==> config.mk <==
export PLATFORM = sky130hd
export DESIGN_NAME = output_uart_tx_flat
export DESIGN_NICKNAME = d
export VERILOG_FILES = /design/src/rtl/output_uart_tx_if.sv /design/src/rtl/output_uart_tx.sv /design/src/flat_wrapper.sv
export SDC_FILE = /design/constraint.sdc
export NUM_CORES = 1
export LEC_CHECK = 0
export CORE_UTILIZATION = 27
export DETAILED_ROUTE_END_ITERATION = 10
export GPL_TIMING_DRIVEN = 0
export PLACE_DENSITY_LB_ADDON = 0.15
export SETUP_SLACK_MARGIN = 0.02
export SLEW_MARGIN = 20
export SYNTH_ARGS = -nofsm -noshare
export SYNTH_HDL_FRONTEND = slang
export SYNTH_SLANG_ARGS = --single-unit
==> constraint.sdc <==
create_clock -name clk -period 2.9 [get_ports clk]
set_clock_uncertainty 0.05 [all_clocks]
set_input_delay 0.435 -clock clk [delete_from_list [all_inputs] [get_ports clk]]
set_output_delay 0.435 -clock clk [all_outputs]
set_load 0.005 [all_outputs]
==> src/rtl/output_uart_tx_if.sv <==
// Word interface between the CPU OUT register and the serial output stage.
// master: drives data_in/word_en and observes tx/busy/fifo_count/overflow.
// slave : the UART transmitter side.
interface output_uart_tx_if #(
    parameter int FIFO_DEPTH = 4
);
    localparam int CNT_W = $clog2(FIFO_DEPTH + 1);

    logic [31:0]      data_in;     // word from the CPU OUT register
    logic             word_en;     // write strobe, one word per high cycle
    logic             tx;          // UART line, idle high
    logic             busy;        // transmitting or words queued
    logic [CNT_W-1:0] fifo_count;  // words currently queued
    logic             overflow;    // sticky, a write was dropped

    modport master (
        output data_in, word_en,
        input  tx, busy, fifo_count, overflow
    );

    modport slave (
        input  data_in, word_en,
        output tx, busy, fifo_count, overflow
    );
endinterface

==> src/rtl/output_uart_tx.sv <==
// Purpose: buffer 32-bit CPU output words and send each as four 8N1 frames, MSB byte first.
// Latency: tx falls one edge after a write into an empty, idle block; a word takes 40*CLKS_PER_BIT cycles.
// Backpressure: none; a write to a full FIFO (no pop on that edge) is dropped and sets sticky overflow.
//
// Ports: clk (rising edge), clr (async active-high reset), bus (output_uart_tx_if.slave:
//        data_in, word_en in; tx, busy, fifo_count, overflow out).
// Optional feature: define OUTPUT_UART_TX_CHANGE_DETECT_EN to also write whenever data_in
//        differs from its value on the previous edge (for hookup without a strobe).
module output_uart_tx #(
    parameter int CLKS_PER_BIT = 434,
    parameter int FIFO_DEPTH   = 4
) (
    input  logic            clk,
    input  logic            clr,
    output_uart_tx_if.slave bus
);
    localparam int PTR_W = $clog2(FIFO_DEPTH);
    localparam int CNT_W = $clog2(FIFO_DEPTH + 1);
    localparam int TMR_W = $clog2(CLKS_PER_BIT);
    localparam logic [TMR_W-1:0] TMR_LAST = TMR_W'(CLKS_PER_BIT - 1);
    localparam logic [CNT_W-1:0] CNT_FULL = CNT_W'(FIFO_DEPTH);

    typedef enum logic [1:0] {S_IDLE, S_START, S_DATA, S_STOP} state_t;

    // ---------------------------------------------------------------
    // Write strobe
    // ---------------------------------------------------------------
    logic wr;

`ifdef OUTPUT_UART_TX_CHANGE_DETECT_EN
    logic [31:0] last_q;

    always_ff @(posedge clk or posedge clr) begin
        if (clr) begin
            last_q <= '0;
        end else begin
            last_q <= bus.data_in;
        end
    end

    assign wr = bus.word_en | (bus.data_in != last_q);
`else
    assign wr = bus.word_en;
`endif

    // ---------------------------------------------------------------
    // FIFO
    // ---------------------------------------------------------------
    logic [31:0]      mem [FIFO_DEPTH];
    logic [PTR_W-1:0] wr_ptr_q, rd_ptr_q;
    logic [CNT_W-1:0] count_q;
    logic             overflow_q;
    logic             pop;
    logic             accept;
    logic             fifo_empty;

    assign fifo_empty = (count_q == '0);
    // A pop on the same edge frees a slot, so a full FIFO still takes the write.
    assign accept     = wr && ((count_q != CNT_FULL) || pop);

    always_ff @(posedge clk) begin
        if (accept) begin
            mem[wr_ptr_q] <= bus.data_in;
        end
    end

    always_ff @(posedge clk or posedge clr) begin
        if (clr) begin
            wr_ptr_q   <= '0;
            rd_ptr_q   <= '0;
            count_q    <= '0;
            overflow_q <= 1'b0;
        end else begin
            if (accept) begin
                wr_ptr_q <= wr_ptr_q + PTR_W'(1);
            end
            if (pop) begin
                rd_ptr_q <= rd_ptr_q + PTR_W'(1);
            end
            case ({accept, pop})
                2'b10:   count_q <= count_q + CNT_W'(1);
                2'b01:   count_q <= count_q - CNT_W'(1);
                default: count_q <= count_q;
            endcase
            if (wr && !accept) begin
                overflow_q <= 1'b1;
            end
        end
    end

    // ---------------------------------------------------------------
    // Transmit FSM
    // ---------------------------------------------------------------
    state_t           state_q, state_d;
    logic [TMR_W-1:0] timer_q, timer_d;
    logic [2:0]       bit_q, bit_d;
    logic [1:0]       byte_q, byte_d;
    logic [31:0]      shreg_q, shreg_d;
    logic             tx_q, tx_d;
    logic             tick;
    logic [7:0]       byte_cur;

    assign tick     = (timer_q == TMR_LAST);
    // The byte on the wire is always the top of the shift register.
    assign byte_cur = shreg_q[31:24];

    // State and datapath registers
    always_ff @(posedge clk or posedge clr) begin
        if (clr) begin
            state_q <= S_IDLE;
            timer_q <= '0;
            bit_q   <= '0;
            byte_q  <= '0;
            shreg_q <= '0;
            tx_q    <= 1'b1;
        end else begin
            state_q <= state_d;
            timer_q <= timer_d;
            bit_q   <= bit_d;
            byte_q  <= byte_d;
            shreg_q <= shreg_d;
            tx_q    <= tx_d;
        end
    end

    // Next-state logic
    always_comb begin
        state_d = state_q;
        case (state_q)
            S_IDLE:  if (!fifo_empty)             state_d = S_START;
            S_START: if (tick)                    state_d = S_DATA;
            S_DATA:  if (tick && bit_q == 3'd7)   state_d = S_STOP;
            S_STOP:  if (tick)                    state_d = (byte_q != 2'd3) ? S_START : S_IDLE;
            default:                              state_d = S_IDLE;
        endcase
    end

    // Output and datapath next values; tx_d is registered so the line never glitches.
    always_comb begin
        pop     = 1'b0;
        tx_d    = tx_q;
        timer_d = tick ? '0 : timer_q + TMR_W'(1);
        bit_d   = bit_q;
        byte_d  = byte_q;
        shreg_d = shreg_q;
        case (state_q)
            S_IDLE: begin
                timer_d = '0;
                tx_d    = 1'b1;
                if (!fifo_empty) begin
                    pop     = 1'b1;
                    shreg_d = mem[rd_ptr_q];
                    byte_d  = 2'd0;
                    tx_d    = 1'b0;
                end
            end
            S_START: begin
                if (tick) begin
                    bit_d = 3'd0;
                    tx_d  = byte_cur[0];
                end
            end
            S_DATA: begin
                if (tick) begin
                    if (bit_q == 3'd7) begin
                        tx_d = 1'b1;
                    end else begin
                        bit_d = bit_q + 3'd1;
                        tx_d  = byte_cur[bit_q + 3'd1];
                    end
                end
            end
            S_STOP: begin
                if (tick) begin
                    if (byte_q != 2'd3) begin
                        byte_d  = byte_q + 2'd1;
                        shreg_d = {shreg_q[23:0], 8'h00};
                        tx_d    = 1'b0;
                    end else begin
                        tx_d    = 1'b1;
                    end
                end
            end
            default: begin
                timer_d = '0;
                tx_d    = 1'b1;
            end
        endcase
    end

    assign bus.tx         = tx_q;
    assign bus.busy       = (state_q != S_IDLE) || !fifo_empty;
    assign bus.fifo_count = count_q;
    assign bus.overflow   = overflow_q;
endmodule

==> src/flat_wrapper.sv <==
// flat-port wrapper written by rule: the top's interface ports become plain ports
module output_uart_tx_flat 
#(
    parameter int CLKS_PER_BIT = 434,
    parameter int FIFO_DEPTH   = 4
)
  (clk, clr, bus_data_in, bus_word_en, bus_tx, bus_busy, bus_fifo_count, bus_overflow);
  output_uart_tx_if #(.FIFO_DEPTH(FIFO_DEPTH)) bus_i ();
  input  logic clk;
  input  logic clr;
  input wire logic [$bits(bus_i.data_in)-1:0] bus_data_in;
  input wire logic [$bits(bus_i.word_en)-1:0] bus_word_en;
  output wire logic [$bits(bus_i.tx)-1:0] bus_tx;
  output wire logic [$bits(bus_i.busy)-1:0] bus_busy;
  output wire logic [$bits(bus_i.fifo_count)-1:0] bus_fifo_count;
  output wire logic [$bits(bus_i.overflow)-1:0] bus_overflow;
  assign bus_i.data_in = bus_data_in;
  assign bus_i.word_en = bus_word_en;
  assign bus_tx = bus_i.tx;
  assign bus_busy = bus_i.busy;
  assign bus_fifo_count = bus_i.fifo_count;
  assign bus_overflow = bus_i.overflow;
  output_uart_tx #(.CLKS_PER_BIT(CLKS_PER_BIT), .FIFO_DEPTH(FIFO_DEPTH)) u_core (.clk(clk), .clr(clr), .bus(bus_i));
endmodule
==> results.json <==
{
  "ys_seq_area_share_pct": 67.9,
  "grt_usage_pct": 11.3,
  "critPathArrivalTime_ps": 2250,
  "p_clk_share_pct": 24.2,
  "post-dp-hpwl_um": 10500,
  "fillers": 2723,
  "syn-num-nets": 466,
  "drtIter0Drc": 198,
  "instances_no_fill": 871,
  "drt_pass1_iterations": 5,
  "fin_nets": 530,
  "netlist.area_leader.share_pct": 49.5,
  "hold_class": "input pin to async pin",
  "drt_wl_total_um": 15200,
  "synth.top_cells.by_area": "edfxtp_1 (50%), dfrtp_1 (18%), mux4_2 (8.7%)",
  "finalCritPeriodShare_pct": 94.3,
  "power_w": 0.00970,
  "timing_worst_setup_path_type": "flip-flop to output port",
  "synth-async-reset-ratio_pct": 30.8,
  "synth_top_area_cell": "edfxtp_1",
  "drt-wirelength-per-cell_um": 17.5,
  "avgSynthCellArea_um2": 18.7,
  "area_growth_pct": 20.8,
  "post-place-cells": 839,
  "ir_drop_uv": 507,
  "core_region_area_um2": 28000,
  "synth_seq_cells": 185,
  "gr-total-overflow": 0,
  "rsz0062_at_grt": "false",
  "p_leak_nw": 3.33,
  "multiInputGateArea_um2": 2310,
  "max-cap-violations": 0,
  "fmax_mhz": 366,
  "switching_power_w": 0.00296,
  "clk_pin_slew_worst_paths_ps": 80,
  "hold_viol_final": 0,
  "fp-row-count": 61,
  "htree_levels": 4,
  "power_density_nw_per_um2": 1030,
  "hold_buffers": 0,
  "via_count": 3745,
  "setup_viol": 0,
  "crit_path_start_kind": "flip-flop",
  "clock-root-buffer": "clkbuf_16",
  "sequentialPowerShare_pct": 40.6,
  "max-slew-margin-rel_pct": 54.6,
  "ant_nets": 0,
  "cts_tree": "built",
  "slew_viol_final": 0,
  "die_x_um": 172,
  "cts_max_path_buffers": 2,
  "worstMarginPinSlew_ps": 681,
  "ys_types": 52,
  "cts_buffers": 17,
  "regArea_um2": 5270,
  "drc": 0,
  "worstSkewPairLatency_ps": 430,
  "cp_max_fo": 7,
  "io_pins": 41,
  "synth_cells": 416,
  "drt-vias-per-instance": 4.30,
  "final_common_cell": "edfxtp_1",
  "critPathRequiredTime_ps": 2410,
  "place.gp.congestion": 0.698,
  "synth_warnings": 0,
  "run_status": "completed",
  "final_cell_mix": "edfxtp_1 (128), dfrtp_1 (56), mux2_2 (40), clkdlybuf4s50_1 (40), mux4_2 (30)",
  "first_global_vias": 4119,
  "antenna_found_initial": 0,
  "initial_core_util_pct": 27.7,
  "diodes": 0,
  "synth-edff-count": 128,
  "synth_area_um2": 7760,
  "drive_gt1_share_pct": 29.8,
  "synth_top_flop_cell": "edfxtp_1",
  "layout_min_cycle_time_ps": 2730,
  "power_frac_comb_pct": 35.2,
  "die_h_um": 172,
  "cp-end-kind": "output port",
  "grt_max_degree": 41,
  "cts_sinks": 185,
  "p_int_w": 0.00674,
  "grt_pass1_wl_um": 24100,
  "switching_share_pct": 30.6,
  "port_buffers": 40,
  "dieArea_um2": 29400
}
## layout make-up
| cell class | count | share of cell area (%) |
|---|---|---|
| plain buffers | 16 | 1.37 |
| multi-input cells | 200 | 24.7 |
| repair buffers | 45 | 5.66 |
| clock buffers | 17 | 4.54 |
| inverters | 15 | 0.627 |
| clock inverters | 15 | 1.88 |
| well taps | 378 | 5.04 |
| flip-flops and latches | 185 | 56.2 |
## stage by stage
stage | TNS (ps) | hold WS, ps | area, um2 | setup WS [ps] | util (%)
finish | 0 | 239 | 9380 | 165 | 33.5
floorplan | 0 | 401 | 7760 | 452 | -
global route | 0 | 260 | 9380 | 54.9 | 33.5
detailed placement | 0 | 406 | 8770 | 240 | 31.3
global placement | -77880 | 399 | 8640 | -532 | 30.8
CTS | 0 | 232 | 9380 | 69.6 | 33.5
## flip-flops by register name, indices dropped and copies added (netlist names)
register	count
u_core.mem	128
u_core.shreg_q	32
u_core.timer_q	9
u_core.bit_q	3
u_core.bus.fifo_count	3
u_core.byte_q	2
u_core.rd_ptr_q	2
u_core.state_q	2
u_core.wr_ptr_q	2
u_core.bus.overflow	1
u_core.bus.tx	1
## final timing paths
check	from	end	slack, ps	cells past startpoint
worst max-delay path	u_core.state_q[0]$_DFFE_PP0P_	bus_busy	170	4
worst min-delay path	clr	u_core.timer_q[2]$_DFF_PP0_	240	2
worst max register to register	u_core.state_q[0]$_DFFE_PP0P_	u_core.mem[3][16]$_DFFE_PP_	380	7
worst min register to register	u_core.bus.overflow$_DFFE_PP0P_	u_core.bus.overflow$_DFFE_PP0P_	410	1
max in group asynchronous	clr	u_core.shreg_q[20]$_DFFE_PP0P_	2050	3
min in group clk	u_core.bus.overflow$_DFFE_PP0P_	u_core.bus.overflow$_DFFE_PP0P_	410	1
## critical path: stages (launching register included)
cell	delay, ps
dfrtp_1	430
inv_1	130
ha_2	260
or4b_1	530
clkdlybuf4s50_1	480
## metal layers
metal  global-route usage [%]  up-vias  share of wire [%]
li1                         -     1741                  -
met5                        0        -                  0
met2                     19.3       46                 51
met1                     13.9     1944                 45
met3                     2.72       14                2.5
met4                     3.96        0                1.3
## power groups by stage
stage | clock (W) | sequential, W | combinational, W
finish | 0.00235 | 0.00393 | 0.00342
global route | 0.00252 | 0.00402 | 0.00375
CTS | 0.00242 | 0.00395 | 0.00352
detailed placement | 0 | 0.00400 | 0.00351
global placement | 0 | 0.00400 | 0.00334
floorplan | 0 | 0.00387 | 0.00256
## synthesized netlist by cell type (2+ instances only)
master and instances:
or2_2 2, dfrtp_1 56, nand2_1 4, and2_0 2, xnor2_1 10, buf_12 2
buf_2 2, a21oi_1 2, mux4_2 30, o31ai_1 2, clkbuf_1 6, mux4_1 3
a22o_1 2, mux2i_1 3, mux2_4 20, nand3_1 3, xor2_1 2, a22oi_1 2
ha_1 14, edfxtp_1 128, nor2_1 15, nor3_1 5, o21ai_0 5, inv_1 14
o2bb2ai_1 3, nor2b_1 2, mux2_2 40, and2_1 10, buf_6 4
## kinds of logic after synthesis
logic type | count (synthesis) | synth area share [%]
AO/OA/AOI/OAI | 24 | 2.22
multiplexers | 96 | 19.8
flip-flops | 185 | 67.9
buffers and inverters | 31 | 2.39
adder cells (fa/ha/maj) | 15 | 2.51
XOR/XNOR | 12 | 1.35
AND/OR/NAND/NOR | 53 | 3.84
## timing repair
| action | 4_1_cts | 5_1_grt |
|---|---|---|
| resized for setup | 0 | 1 |
| endpoints found under the setup margin | 0 | 1 |
| buffers inserted | 0 | 0 |
| endpoints found under the hold margin | 0 | 0 |
No activity file was read; power rests on OpenSTA's default activity.
